[src/rtl/wb_uart_master.sv]
// rtl/wb_uart_master.sv - Wishbone initiator driven by a UART byte-stream command protocol
// Frames: cmd, addr[4] MSB first, (write) data[4] MSB first; replies status (+4 read bytes).
module wb_uart_master #(
  parameter logic [7:0]  CMD_WR  = 8'h57,
  parameter logic [7:0]  CMD_RD  = 8'h52,
  parameter int unsigned TIMEOUT = 255
) (
  input  logic        clk_i,
  input  logic        rst_i,
  input  logic [7:0]  rx_data,
  input  logic        rx_valid,
  output logic [7:0]  tx_data,
  output logic        tx_valid,
  input  logic        tx_ready,
  output logic [31:0] adr_o,
  output logic [31:0] dat_o,
  input  logic [31:0] dat_i,
  output logic        we_o,
  output logic [3:0]  sel_o,
  output logic        cyc_o,
  output logic        stb_o,
  input  logic        ack_i,
  output logic        busy_o
);

  typedef enum logic [2:0] {
    ST_IDLE,
    ST_ADDR,
    ST_DATA,
    ST_BUS,
    ST_RESP
  } state_t;

  localparam logic [7:0]  STAT_OK  = 8'h4B;
  localparam logic [7:0]  STAT_ERR = 8'h45;
  localparam logic [15:0] TMO_LAST = 16'(TIMEOUT - 1);

  state_t      state;
  logic [1:0]  byte_cnt;
  logic [15:0] tmo_cnt;
  logic [31:0] rd_shift;
  logic [2:0]  resp_left;
  logic        cyc_q;

  // A single register drives both strobes, so stb_o can never appear without cyc_o.
  assign cyc_o = cyc_q;
  assign stb_o = cyc_q;
  assign sel_o = 4'hF;

  always_ff @(posedge clk_i or posedge rst_i) begin
    if (rst_i) begin
      state     <= ST_IDLE;
      byte_cnt  <= 2'd0;
      tmo_cnt   <= 16'd0;
      rd_shift  <= 32'd0;
      resp_left <= 3'd0;
      cyc_q     <= 1'b0;
      adr_o     <= 32'd0;
      dat_o     <= 32'd0;
      we_o      <= 1'b0;
      tx_data   <= 8'd0;
      tx_valid  <= 1'b0;
      busy_o    <= 1'b0;
    end else begin
      case (state)
        ST_IDLE: begin
          if (rx_valid && (rx_data == CMD_WR || rx_data == CMD_RD)) begin
            we_o     <= (rx_data == CMD_WR);
            byte_cnt <= 2'd0;
            busy_o   <= 1'b1;
            state    <= ST_ADDR;
          end
        end
        ST_ADDR: begin
          if (rx_valid) begin
            adr_o    <= {adr_o[23:0], rx_data};
            byte_cnt <= byte_cnt + 2'd1;
            if (byte_cnt == 2'd3) begin
              if (we_o) begin
                state <= ST_DATA;
              end else begin
                cyc_q   <= 1'b1;
                tmo_cnt <= 16'd0;
                state   <= ST_BUS;
              end
            end
          end
        end
        ST_DATA: begin
          if (rx_valid) begin
            dat_o    <= {dat_o[23:0], rx_data};
            byte_cnt <= byte_cnt + 2'd1;
            if (byte_cnt == 2'd3) begin
              cyc_q   <= 1'b1;
              tmo_cnt <= 16'd0;
              state   <= ST_BUS;
            end
          end
        end
        ST_BUS: begin
          // ack wins over the timeout when both land on the last allowed cycle.
          if (ack_i) begin
            cyc_q     <= 1'b0;
            if (!we_o) rd_shift <= dat_i;
            tx_data   <= STAT_OK;
            tx_valid  <= 1'b1;
            resp_left <= we_o ? 3'd0 : 3'd4;
            state     <= ST_RESP;
          end else if (tmo_cnt == TMO_LAST) begin
            cyc_q     <= 1'b0;
            rd_shift  <= 32'd0;
            tx_data   <= STAT_ERR;
            tx_valid  <= 1'b1;
            resp_left <= we_o ? 3'd0 : 3'd4;
            state     <= ST_RESP;
          end else begin
            tmo_cnt <= tmo_cnt + 16'd1;
          end
        end
        ST_RESP: begin
          if (tx_ready) begin
            if (resp_left == 3'd0) begin
              tx_valid <= 1'b0;
              busy_o   <= 1'b0;
              state    <= ST_IDLE;
            end else begin
              tx_data   <= rd_shift[31:24];
              rd_shift  <= {rd_shift[23:0], 8'h00};
              resp_left <= resp_left - 3'd1;
            end
          end
        end
        default: begin
          cyc_q    <= 1'b0;
          tx_valid <= 1'b0;
          busy_o   <= 1'b0;
          state    <= ST_IDLE;
        end
      endcase
    end
  end

endmodule

[config.mk]
export PLATFORM = sky130hd
export DESIGN_NAME = wb_uart_master
export DESIGN_NICKNAME = d
export VERILOG_FILES = /design/src/rtl/wb_uart_master.sv
export SDC_FILE = /design/constraint.sdc
export NUM_CORES = 1
export LEC_CHECK = 0
export CAP_MARGIN = 20
export CORE_ASPECT_RATIO = 1.25
export CORE_MARGIN = 5
export CORE_UTILIZATION = 30
export DETAILED_ROUTE_END_ITERATION = 6
export GPL_ROUTABILITY_DRIVEN = 0
export PLACE_DENSITY = 0.51
export RECOVER_POWER = 25
export SETUP_SLACK_MARGIN = 0.3
export SLEW_MARGIN = 0
export SYNTH_ARGS = -nofsm -noshare
export SYNTH_HDL_FRONTEND = slang
export SYNTH_SLANG_ARGS = --single-unit
export TNS_END_PERCENT = 1
[constraint.sdc]
create_clock -name clk_i -period 13.25 [get_ports clk_i]
set_input_delay 3.975 -clock clk_i [delete_from_list [all_inputs] [get_ports clk_i]]
set_output_delay 3.975 -clock clk_i [all_outputs]
set_load 0.02 [all_outputs]
# After elaboration in Yosys (flattened, before gate mapping)

Cells that the tools add are included.

Input bits: 45
Logic and storage cells: 116
Output and inout port bits: 81
Bits in registers: 132

Bitwise operators: 3
Reductions and logical operators: 22
Equal/unequal tests: 22
Mux-type cells: 54
Add/subtract/negate cells: 3

Operators by type and width:

| cell                                                             | count |
|---|---|
| 32-bit 2-to-1 mux                                                | 5 |
| 16-bit 2-to-1 mux                                                | 7 |
| 32-bit one-hot mux with 2 select lines                           | 1 |
| 16-bit one-hot mux with 3 select lines                           | 1 |
| 3-bit 2-to-1 mux                                                 | 14 |
| 8-bit 2-to-1 mux                                                 | 4 |
| 2-bit inequality test, second input constant                     | 11 |
| 16-bit by 1-bit adder with 16-bit output, second input constant  | 1 |
| 16-bit by 8-bit == test with 1-bit output, second input constant | 1 |
| 8-bit by 7-bit == test with 1-bit output, second input constant  | 2 |
| 8-bit one-hot mux with 2 select lines                            | 1 |
| 8-bit AND reduction                                              | 2 |
| 3-bit one-hot mux with 5 select lines                            | 1 |
| 1-bit 2-to-1 mux                                                 | 13 |
| 4-bit AND reduction                                              | 3 |
| 7-bit AND reduction                                              | 1 |
| 3-bit by 2-bit == test with 1-bit output, second input constant  | 2 |
| 3-bit zero test                                                  | 2 |
| 3-bit inequality test, second input constant                     | 2 |
| 1-bit one-hot mux with 3 select lines                            | 2 |
| 3-bit one-hot mux with 2 select lines                            | 1 |
| 2-bit AND reduction                                              | 3 |
| 3-bit OR reduction                                               | 2 |
| 5-bit AND reduction                                              | 1 |
| other kinds (16)                                                 | 21 |

# Depth between registers and ports, before layout

Gate-level depths: netlist of the first run.

Word-level depth: 5
Mapped depth: 8
Depth with buffers taken out: 6

# Worst setup path after synthesis of the first run

Ideal clock, no wire load.

Kind: in2reg
Start point: input rx_valid
End point: register dat_o[0]
Data required time: 13.125 ns
Cell stages on the path: 5
Setup time: 0.125 ns
Path buffers: 2
Data arrival time: 5.505 ns
Slack: 7.620 ns
Cells stage by stage: clkbuf_1 nand2b_1 nor3b_1 clkbuf_1 mux2_2

Longest elaborated chain between the ends: 1

Ends and longest elaborated chain:

| item                          | RTL line | source |
|---|---|---|
| start: declaration            | 11       | `input logic rx_valid,` |
| 2-bit AND reduction (no line) | -        |  |
| end signal: assignment        | 91       | `dat_o <= {dat_o[23:0], rx_data};` |
| end: declaration              | 16       | `output logic [31:0] dat_o,` |

No other way between the ends.
A chain may end at the register's enable or synchronous reset.

# Final worst setup path of the first run

Start point: input ack_i
End point: register rd_shift[6]

Longest elaborated chain between the ends: 2
Elaborated cells between the ends (all ways): 5
Those cells by class: 2 x eq/ne; 2 x mux; 1 x reduce/logical

Ends and longest elaborated chain:

| item                                                                                           | RTL line | source |
|---|---|---|
| start: declaration                                                                             | 22       | `input logic ack_i,` |
| 3-bit inequality test (no line) / 32-bit 2-to-1 mux (equally long branches)                    | -        |  |
| 5-bit AND reduction (no line) / 32-bit one-hot mux with 2 select lines (equally long branches) | -        |  |
| end signal: assignment                                                                         | 104      | `if (!we_o) rd_shift <= dat_i;` |
| end signal: assignment                                                                         | 128      | `rd_shift <= {rd_shift[23:0], 8'h00};` |
| end: declaration                                                                               | 41       | `logic [31:0] rd_shift;` |

Parallel ways exist; a longest one is shown, timed or not.

==> out/metrics.cfg, run 1 <==
[sta]
fin_setup_tns_ps = 0
fin_crit_sh_pct = 52.5
drv_slew = 66
finalHoldViolCount = 0
worst_slew_pin_slew_ps = 2940
finalSetupViolCount = 0
relSlewSlack_pct = -96.9
skew_ps = 10.1
max_freq_mhz = 144
rsz0062_at_grt = false
post-route-min-period_ps = 6950
finalWorstSetupSlack_ps = 6300

[drt]
drtAntennaViolNets = 0
via_per_inst = 4.82
vias = 4479
drc = 0
drt_iter0_drc = 282
dr.pass1.iters = 7
avgRoutedWirePerCell_um = 16.2
wl_um = 15100

[clock_tree]
clk_latency_ps = 420
tritoncts = yes
cts_max_path_buffers = 2
cts_resized = 0
cts.sinks = 132
cts_root_buffer = clkbuf_16
h-tree-depth = 4
ctsHoldBuffers = 0
postCtsSetupRepairBufs = 0
clk_pin_slew_ps = 60
numCtsBuffers = 17

[critical_path]
cp_common_cell = clkbuf_1
required_ps = 13540
crit_path_start = ack_i
slowest_stage = clkbuf_1
rrSetupSlack_ps = 9970
start_kind = input port
crit_family = buffers and inverters
reg2regPathDepth = 5
reg2reg_to = tx_data[1]
crit_chain = dlygate4sd3_1 > clkbuf_1 > nor4bb_1 > clkbuf_1 > a211oi_4 > buf_4 > mux2_2
cp-end-kind = flip-flop
crit_buf_inv = 4
critical_path_class = input port to flip-flop
critPathArrivalTime_ps = 7250
r2r-start = tmo_cnt[8]
cp_num_cells = 7
endpoint = rd_shift[6]
crit_path_max_fanout = 36
cp_slowest_stage_delay_ps = 1020

[floorplan]
io_pins = 126
rows = 58
start_util_pct = 30.5
die_h_um = 170
core_region_area_um2 = 20100
die_w_um = 138
dieArea_um2 = 23400

[yosys]
ys_types = 57
synth_top_flop_cell = dfrtp_1
synth_edf_count = 0
yosysWarnings = 0
synth_area_per_cell_um2 = 11.5
yosysSeqAreaShare_pct = 53.9
yosys.area.top_type = dfrtp_1
synth_top_area_share_pct = 53.9
synth_seq_cells = 132
ys_top_cells_by_area = dfrtp_1, mux2_2, nand2_1
syn_area_um2 = 6130
syn_inst = 533
async_flop_share_pct = 100

[placed_design]
port_buffers = 121
dp.cells = 896
place_ws_ps = 6720
dp_hpwl_um = 10100

[outcome]
violations = max-capacitance violations, max-slew violations
outcome = finished with violations

[final_layout]
area_growth_pct = 33.6
final_nets = 697
fin_cells = 930
diodes = 0
drive_above_1_share_pct = 21.5

[power]
switchingPower_uw = 633
p_sw_share_pct = 34.4
p_int_mw = 1.21
p_comb_share_pct = 36.6
seqPwrFrac_pct = 36.5
power_frac_clock_pct = 26.9
peakVddDrop_mv = 0.130
power_density_nw_per_um2 = 225
p_leak_nw = 3.61
power_mw = 1.84

[global_routing]
grt_pass1_wl_um = 25100
grt_pass1_vias = 4839
grt_max_degree = 69
antenna_found_initial = 0
overflow = 0
grt_util_all_layers_pct = 13.5

[worst_hold_path]
hp-class = flip-flop to flip-flop

[job]
cap_violations = 1

[metrics by stage]
| stage | util [%] | hold slack (ps) | instance area, um^2 |
|---|---|---|---|
| final | 40.8 | 491 | 8200 |
| after global routing | 40.8 | 506 | 8200 |
| after CTS | 40.8 | 497 | 8200 |
| after detailed placement | 37.7 | 475 | 7580 |
| after global placement | 37.7 | 471 | 7580 |
| after floorplan | - | 450 | 6140 |
[cell usage in the layout (no fill, tap or decap), types with 3 or more instances in the layout]
master,n
a21o_1,4
a21oi_1,7
a31oi_1,14
and3_1,14
buf_4,6
bufinv_16,3
clkbuf_1,4
clkbuf_16,17
clkdlybuf4s50_1,105
clkinv_4,3
conb_1,4
dfrtp_1,132
dlygate4sd3_1,16
ha_1,5
inv_1,23
inv_6,5
mux2_1,4
mux2_2,96
mux2i_1,7
nand2_1,63
nand2b_1,6
nand3_1,33
nand4_1,8
nor2_1,10
nor3_1,6
nor4_1,3
o211ai_1,4
o21ai_0,7
or4_1,5
[synthesized netlist by cell type, types with 3 or more instances]
master and number:
nor4_1 3, buf_6 3, nor3_1 6, inv_1 24
buf_4 5, dfrtp_1 132, a21oi_1 7, nand2_1 63
nor2_1 11, mux2_2 96, and3_1 14, o211ai_1 4
ha_1 5, nand3_1 33, mux2_1 4, nand4_1 8
nor3b_1 3, o21ai_0 7, a31oi_1 14, clkbuf_1 27
or4_1 5, mux2i_1 7, a21o_1 4, nand2b_1 6
[flip-flops by register name (all words and copies together) (netlist names)]
name       flops
adr_o         32
dat_o         32
rd_shift      32
tmo_cnt       16
tx_data        8
resp_left      3
state          3
byte_cnt       2
busy_o         1
cyc_o          1
tx_valid       1
we_o           1
[worst min path at each step]
stage            startpoint      endpoint  slack (ps)  cells after the start
3_5_place_dp   rd_shift[28]  rd_shift[28]         470                      1
3_3_place_gp   rd_shift[14]  rd_shift[14]         470                      1
2_1_floorplan    tmo_cnt[6]    tmo_cnt[6]         450                      1
4_1_cts        rd_shift[28]  rd_shift[28]         500                      1
6_report       rd_shift[28]  rd_shift[28]         490                      1
5_1_grt        rd_shift[28]  rd_shift[28]         510                      1
[power by group through the flow]
stage	Clock (mW)	Combinational, mW	Sequential [mW]
6_report	0.495	0.675	0.674
5_1_grt	0.526	0.734	0.699
3_5_place_dp	0	0.687	0.681
3_3_place_gp	0	0.680	0.676
2_1_floorplan	0	0.306	0.758
4_1_cts	0.510	0.691	0.678
[layer usage]
| metal | wire (um) | vias up | GRT usage, % |
|---|---|---|---|
| met5 | 0 | - | 0 |
| met4 | 139 | 0 | 4.13 |
| met3 | 1080 | 8 | 5.53 |
| met2 | 7570 | 116 | 22.4 |
| met1 | 6330 | 2224 | 15.9 |
| li1 | - | 2131 | - |
[worst reg2reg max path, cell delays in order, from the launching register on]
cell      delay, ps
dfrtp_1         450
or4b_4          570
or4_1           880
a21oi_1         410
clkbuf_1        460
mux2_2          400
[final cells by class]
type | instances | area (um^2)
Clock buffer | 18 | 429
Timing Repair Buffer | 130 | 1270
Multi-Input combinational cell | 342 | 2580
Clock inverter | 14 | 190
Inverter | 24 | 91.3
Fill cell | 1951 | 11900
Sequential cell | 132 | 3300
Tap cell | 270 | 338
[logic make-up (layout without fill, tap and decap cells)]
| kind of cell | Yosys count | after routing | share of synthesized area (%) |
|---|---|---|---|
| buffers and inverters | 62 | 186 | 4.51 |
| adders and majority gates | 5 | 5 | 1.02 |
| and+or+nand+nor | 165 | 165 | 13.7 |
| AOI/OAI and AO/OA | 59 | 59 | 7.04 |
| muxes | 107 | 107 | 19.5 |
| xor gates and xnor gates | 2 | 2 | 0.286 |
| DFF | 132 | 132 | 53.9 |
| other | 1 | 4 | 0.0611 |
Power figures use the tool's default switching activity.
==> run 2, diff against run 1 <==
- clock period: 13.25 -> 7.15 ns (I/O delays scaled with it)
==> out/metrics.cfg, run 2 (synthesis results as in run 1) <==
[outcome]
outcome = finished with violations
violations = max-capacitance violations, max-slew violations

[critical_path]
critical_path_class = input port to flip-flop
cp-end-kind = flip-flop
required_ps = 7440  ; -6100 ps
critPathArrivalTime_ps = 5460  ; -1790 ps
crit_path_max_fanout = 36  ; unchanged
reg2regPathDepth = 5  ; unchanged
start_kind = input port

[power]
switchingPower_mw = 1.16  ; +83%
power_density_nw_per_um2 = 409  ; +82%
peakVddDrop_mv = 0.258  ; +98%
power_mw = 3.33  ; +80%
p_sw_share_pct = 34.9  ; +0.56 points
p_leak_nw = 3.58  ; -0.85%
p_comb_share_pct = 37.7  ; +1.1 points
p_int_mw = 2.17  ; +79%
power_frac_clock_pct = 24.8  ; -2.1 points
seqPwrFrac_pct = 37.5  ; +1.0 points

[clock_tree]
clk_latency_ps = 410  ; about the same
cts_root_buffer = clkbuf_16
numCtsBuffers = 17  ; unchanged
cts.sinks = 132  ; unchanged
clk_pin_slew_ps = 60  ; about the same
postCtsSetupRepairBufs = 0  ; unchanged
h-tree-depth = 4  ; unchanged
cts_max_path_buffers = 2  ; unchanged
ctsHoldBuffers = 0  ; unchanged
tritoncts = yes
cts_resized = 0  ; unchanged

[floorplan]
die_w_um = 138  ; unchanged
io_pins = 126  ; unchanged
core_region_area_um2 = 20100  ; unchanged
dieArea_um2 = 23400  ; unchanged
die_h_um = 170  ; unchanged
start_util_pct = 30.5  ; unchanged
rows = 58  ; unchanged

[final_layout]
design_area_um2 = 8140  ; -0.75%
final_nets = 697  ; unchanged
final_core_util_pct = 40.5  ; -0.30 points
layout_commonest_cell = dfrtp_1
drive_above_1_share_pct = 21.5  ; unchanged
reg_top3 = adr_o: 32 flops, dat_o: 32 flops, rd_shift: 32 flops
layout_common_cells = dfrtp_1, clkdlybuf4s50_1, mux2_2
area_growth_pct = 32.6
fin_cells = 930  ; unchanged
diodes = 0  ; unchanged

[sta]
drv_slew = 66  ; unchanged
finalSetupViolCount = 0  ; unchanged
rsz0062_at_grt = false
finalWorstSetupSlack_ps = 1980  ; -4320 ps
max_freq_mhz = 193
post-route-min-period_ps = 5170
worst_slew_pin_slew_ps = 2920  ; -15.1 ps
fin_crit_sh_pct = 72.4
skew_ps = 12.2  ; +2.14 ps
fin_setup_tns_ps = 0  ; unchanged
hold_slack_ps = 488  ; -2.96 ps
finalHoldViolCount = 0  ; unchanged
relSlewSlack_pct = -95.9  ; +1.0 points

[drt]
drtAntennaViolNets = 0  ; unchanged
avgRoutedWirePerCell_um = 16.4  ; +0.83%
drc = 0  ; unchanged
wl_um = 15200  ; +0.83%
via_per_inst = 4.81  ; about the same
vias = 4475  ; -0.089%
drt_iter0_drc = 303  ; +7.4%
dr.pass1.iters = 5  ; -2

[placed_design]
place_ws_ps = 2390  ; -4340 ps
dpl-instance-area_um2 = 7580  ; unchanged
port_buffers = 121  ; unchanged
dp.cells = 896  ; unchanged
dp_hpwl_um = 10200  ; +0.57%

[global_routing]
grtUsageMet3_pct = 4.76  ; -0.77 points
overflow = 0  ; unchanged
grt_util_all_layers_pct = 13.4  ; -0.076 points
busiest_layer = met2
antenna_found_initial = 0  ; unchanged
grt_util_met1_pct = 16.4  ; +0.45 points
grt_max_degree = 69  ; unchanged
use_met2_pct = 22.1  ; -0.30 points
grt_pass1_vias = 4894  ; +1.1%
grt_pass1_wl_um = 25100  ; -0.14%

[worst_hold_path]
hold_depth = 1  ; unchanged
hp-class = flip-flop to flip-flop

[job]
cap_violations = 2  ; +1

[run 2: cell count changes in the layout (fill, tap and decap cells not counted)]
cell	delta
clkinvlp_4	+2
clkinv_2	+3
bufinv_16	-2
inv_6	-1
inv_8	-2
[run 2: worst max-delay path, cell delays in order]
cell,delay (ps)
dlygate4sd3_1,520
clkbuf_1,1080
nor4bb_1,170
clkbuf_1,430
a211oi_4,300
buf_4,400
mux2_2,390
[run 2: worst paths after layout]
path                         startpoint      endpoint  slack, ps
max                               ack_i   rd_shift[7]       1980
min                        rd_shift[28]  rd_shift[28]        490
max reg2reg                  tmo_cnt[8]    tx_data[1]       3860
min reg2reg                rd_shift[28]  rd_shift[28]        490
max in group asynchronous         rst_i      adr_o[4]       2270
min in group asynchronous         rst_i     adr_o[31]       3010
[run 2: power groups by stage]
stage | Clock (mW) | Sequential [mW] | Combinational [mW]
2_1_floorplan | 0 | 1.40 | 0.567
3_3_place_gp | 0 | 1.25 | 1.26
3_5_place_dp | 0 | 1.26 | 1.27
4_1_cts | 0.854 | 1.26 | 1.28
5_1_grt | 0.886 | 1.29 | 1.36
6_report | 0.826 | 1.25 | 1.25
[run 2: final cells by class]
class,instances,area (um^2)
fill,1970,12000
clock inverter,14,129
tap,270,338
clock buffer,18,429
inverter,24,91.3
multi-input combinational,342,2580
timing repair buffer,130,1270
sequential,132,3300
[run 2: routing by layer]
layer | wire length [um] | vias up
met3 | 951 | 9
met4 | 125 | 0
li1 | - | 2128
met1 | 6500 | 2227
met2 | 7660 | 111
met5 | 0 | -
==> run 3, diff against run 2 <==
- PLACE_DENSITY: 0.51 -> 0.52
- clock period: 7.15 -> 4.6 ns (I/O delays scaled with it)
==> out/metrics.cfg, run 3 (synthesis results as in run 1) <==
[outcome]
outcome = finished with violations
violations = max-capacitance violations, max-slew violations

[final_layout]
diodes = 0  ; unchanged
fin_cells = 934  ; +0.43%
final_nets = 701  ; +0.57%
reg_top3 = adr_o: 32 flops, dat_o: 32 flops, rd_shift: 32 flops
layout_common_cells = dfrtp_1, clkdlybuf4s50_1, mux2_2
design_area_um2 = 8280  ; +1.8%
area_growth_pct = 35.0
drive_above_1_share_pct = 22.4  ; +0.92 points
layout_commonest_cell = dfrtp_1

[placed_design]
port_buffers = 121  ; unchanged
dpl-instance-area_um2 = 7620  ; +0.58%
dp.cells = 900  ; +0.45%
dp_hpwl_um = 10500  ; +3.3%

[critical_path]
start_kind = input port
cp_slowest_stage_delay_ps = 1170  ; +90 ps
crit_path_max_fanout = 60  ; +67%
slowest_stage = clkbuf_2
rrSetupSlack_ps = 1660  ; -2200 ps
cp-end-kind = async pin
required_ps = 4850  ; -2590 ps
r2r-start = tmo_cnt[8]
critical_path_class = input port to async pin
critPathArrivalTime_ps = 3550  ; -1910 ps
reg2regPathDepth = 6  ; +1
crit_chain = dlygate4sd3_1 > clkinvlp_2 > buf_12 > clkbuf_2
reg2reg_to = rd_shift[2]

[drt]
dr.pass1.iters = 4  ; -1
drt_iter0_drc = 146  ; -52%
avgRoutedWirePerCell_um = 16.4  ; about the same
via_per_inst = 4.81  ; about the same
wl_um = 15300  ; +0.34%
vias = 4493  ; +0.40%
drtAntennaViolNets = 0  ; unchanged
drc = 0  ; unchanged

[sta]
post-route-min-period_ps = 3300
fin_setup_tns_ps = 0  ; unchanged
rsz0062_at_grt = false
skew_ps = 11.5  ; -0.781 ps
fin_crit_sh_pct = 71.7
finalHoldViolCount = 0  ; unchanged
finalSetupViolCount = 0  ; unchanged
worst_slew_pin_slew_ps = 1540  ; -1390 ps
max_freq_mhz = 303
drv_slew = 61  ; -7.6%
hold_slack_ps = 486  ; -2.39 ps
relSlewSlack_pct = -2.40  ; +94 points

[worst_hold_path]
hold_path.startpoint = tmo_cnt[6]
hp-class = flip-flop to flip-flop
hold_depth = 1  ; unchanged
worstHoldEndpoint = tmo_cnt[6]

[clock_tree]
cts.sinks = 132  ; unchanged
cts_resized = 0  ; unchanged
numCtsBuffers = 17  ; unchanged
cts_max_path_buffers = 2  ; unchanged
cts_root_buffer = clkbuf_16
clk_pin_slew_ps = 50  ; about the same
h-tree-depth = 4  ; unchanged
clk_latency_ps = 420  ; about the same
postCtsSetupRepairBufs = 0  ; unchanged
ctsHoldBuffers = 0  ; unchanged
tritoncts = yes

[global_routing]
grt_util_met1_pct = 16.3  ; -0.079 points
busiest_layer = met2
grtUsageMet3_pct = 5.03  ; +0.27 points
grt_pass1_vias = 4828  ; -1.3%
grt_util_all_layers_pct = 13.7  ; +0.27 points
grt_max_degree = 61  ; -12%
overflow = 0  ; unchanged
use_met2_pct = 23.0  ; +0.85 points
grt_pass1_wl_um = 25400  ; +1.5%
antenna_found_initial = 1  ; +1

[floorplan]
core_region_area_um2 = 20100  ; unchanged
die_h_um = 170  ; unchanged
start_util_pct = 30.5  ; unchanged
die_w_um = 138  ; unchanged
dieArea_um2 = 23400  ; unchanged
rows = 58  ; unchanged
io_pins = 126  ; unchanged

[power]
p_leak_nw = 3.63  ; +1.4%
power_density_nw_per_um2 = 654  ; +60%
peakVddDrop_mv = 0.456  ; +77%

[job]
cap_violations = 1  ; -1

run 3: layout make-up:
| cell class | count | area, um^2 |
|---|---|---|
| clock inverter | 14 | 223 |
| sequential | 132 | 3300 |
| tap | 270 | 338 |
| clock buffer | 18 | 429 |
| multi-input combinational | 342 | 2580 |
| inverter | 24 | 91.3 |
| fill | 1974 | 11800 |
| timing repair buffer | 134 | 1320 |
run 3: stage by stage:
step,util (%),setup slack (ps),power (mW)
final,41.2,1300,5.42
after global routing,41.2,929,5.75
after CTS,41.2,1350,5.50
after detailed placement,37.9,915,3.95
after global placement,37.9,1030,3.92
after floorplan,-,1570,3.07
run 3: critical path, delay by kind of cell:
family / cells / cell delay (ps)
buffers and inverters: 4 / 2110
run 3: worst max-delay path by stage:
| stage | slack [ps] | depth (start not counted) | to | startpoint |
|---|---|---|---|---|
| final | 1300 | 4 | tmo_cnt[3] | rst_i |
| after global routing | 930 | 4 | tmo_cnt[0] | rst_i |
| after global placement | 1030 | 6 | tmo_cnt[15] | rx_valid |
| after floorplan | 1570 | 5 | dat_o[0] | rx_valid |
| after CTS | 1350 | 5 | tx_data[3] | tmo_cnt[8] |
| after detailed placement | 910 | 6 | tmo_cnt[15] | rx_valid |
run 3: per-layer routing:
| metal | vias up | part of all wire [%] | wire length [um] |
|---|---|---|---|
| met3 | 16 | 6.3 | 965 |
| met5 | - | 0.085 | 13 |
| met2 | 92 | 51 | 7780 |
| met4 | 2 | 1.2 | 189 |
| li1 | 2128 | - | - |
| met1 | 2255 | 41 | 6340 |
run 3: report_power, final:
group / internal, mW / leakage (nW) / switching, mW / total, mW
Sequential: 1.60 / 1.69 / 0.332 / 1.93
Clock: 0.970 / 0.312 / 0.540 / 1.51
Combinational: 1.03 / 1.62 / 0.940 / 1.97
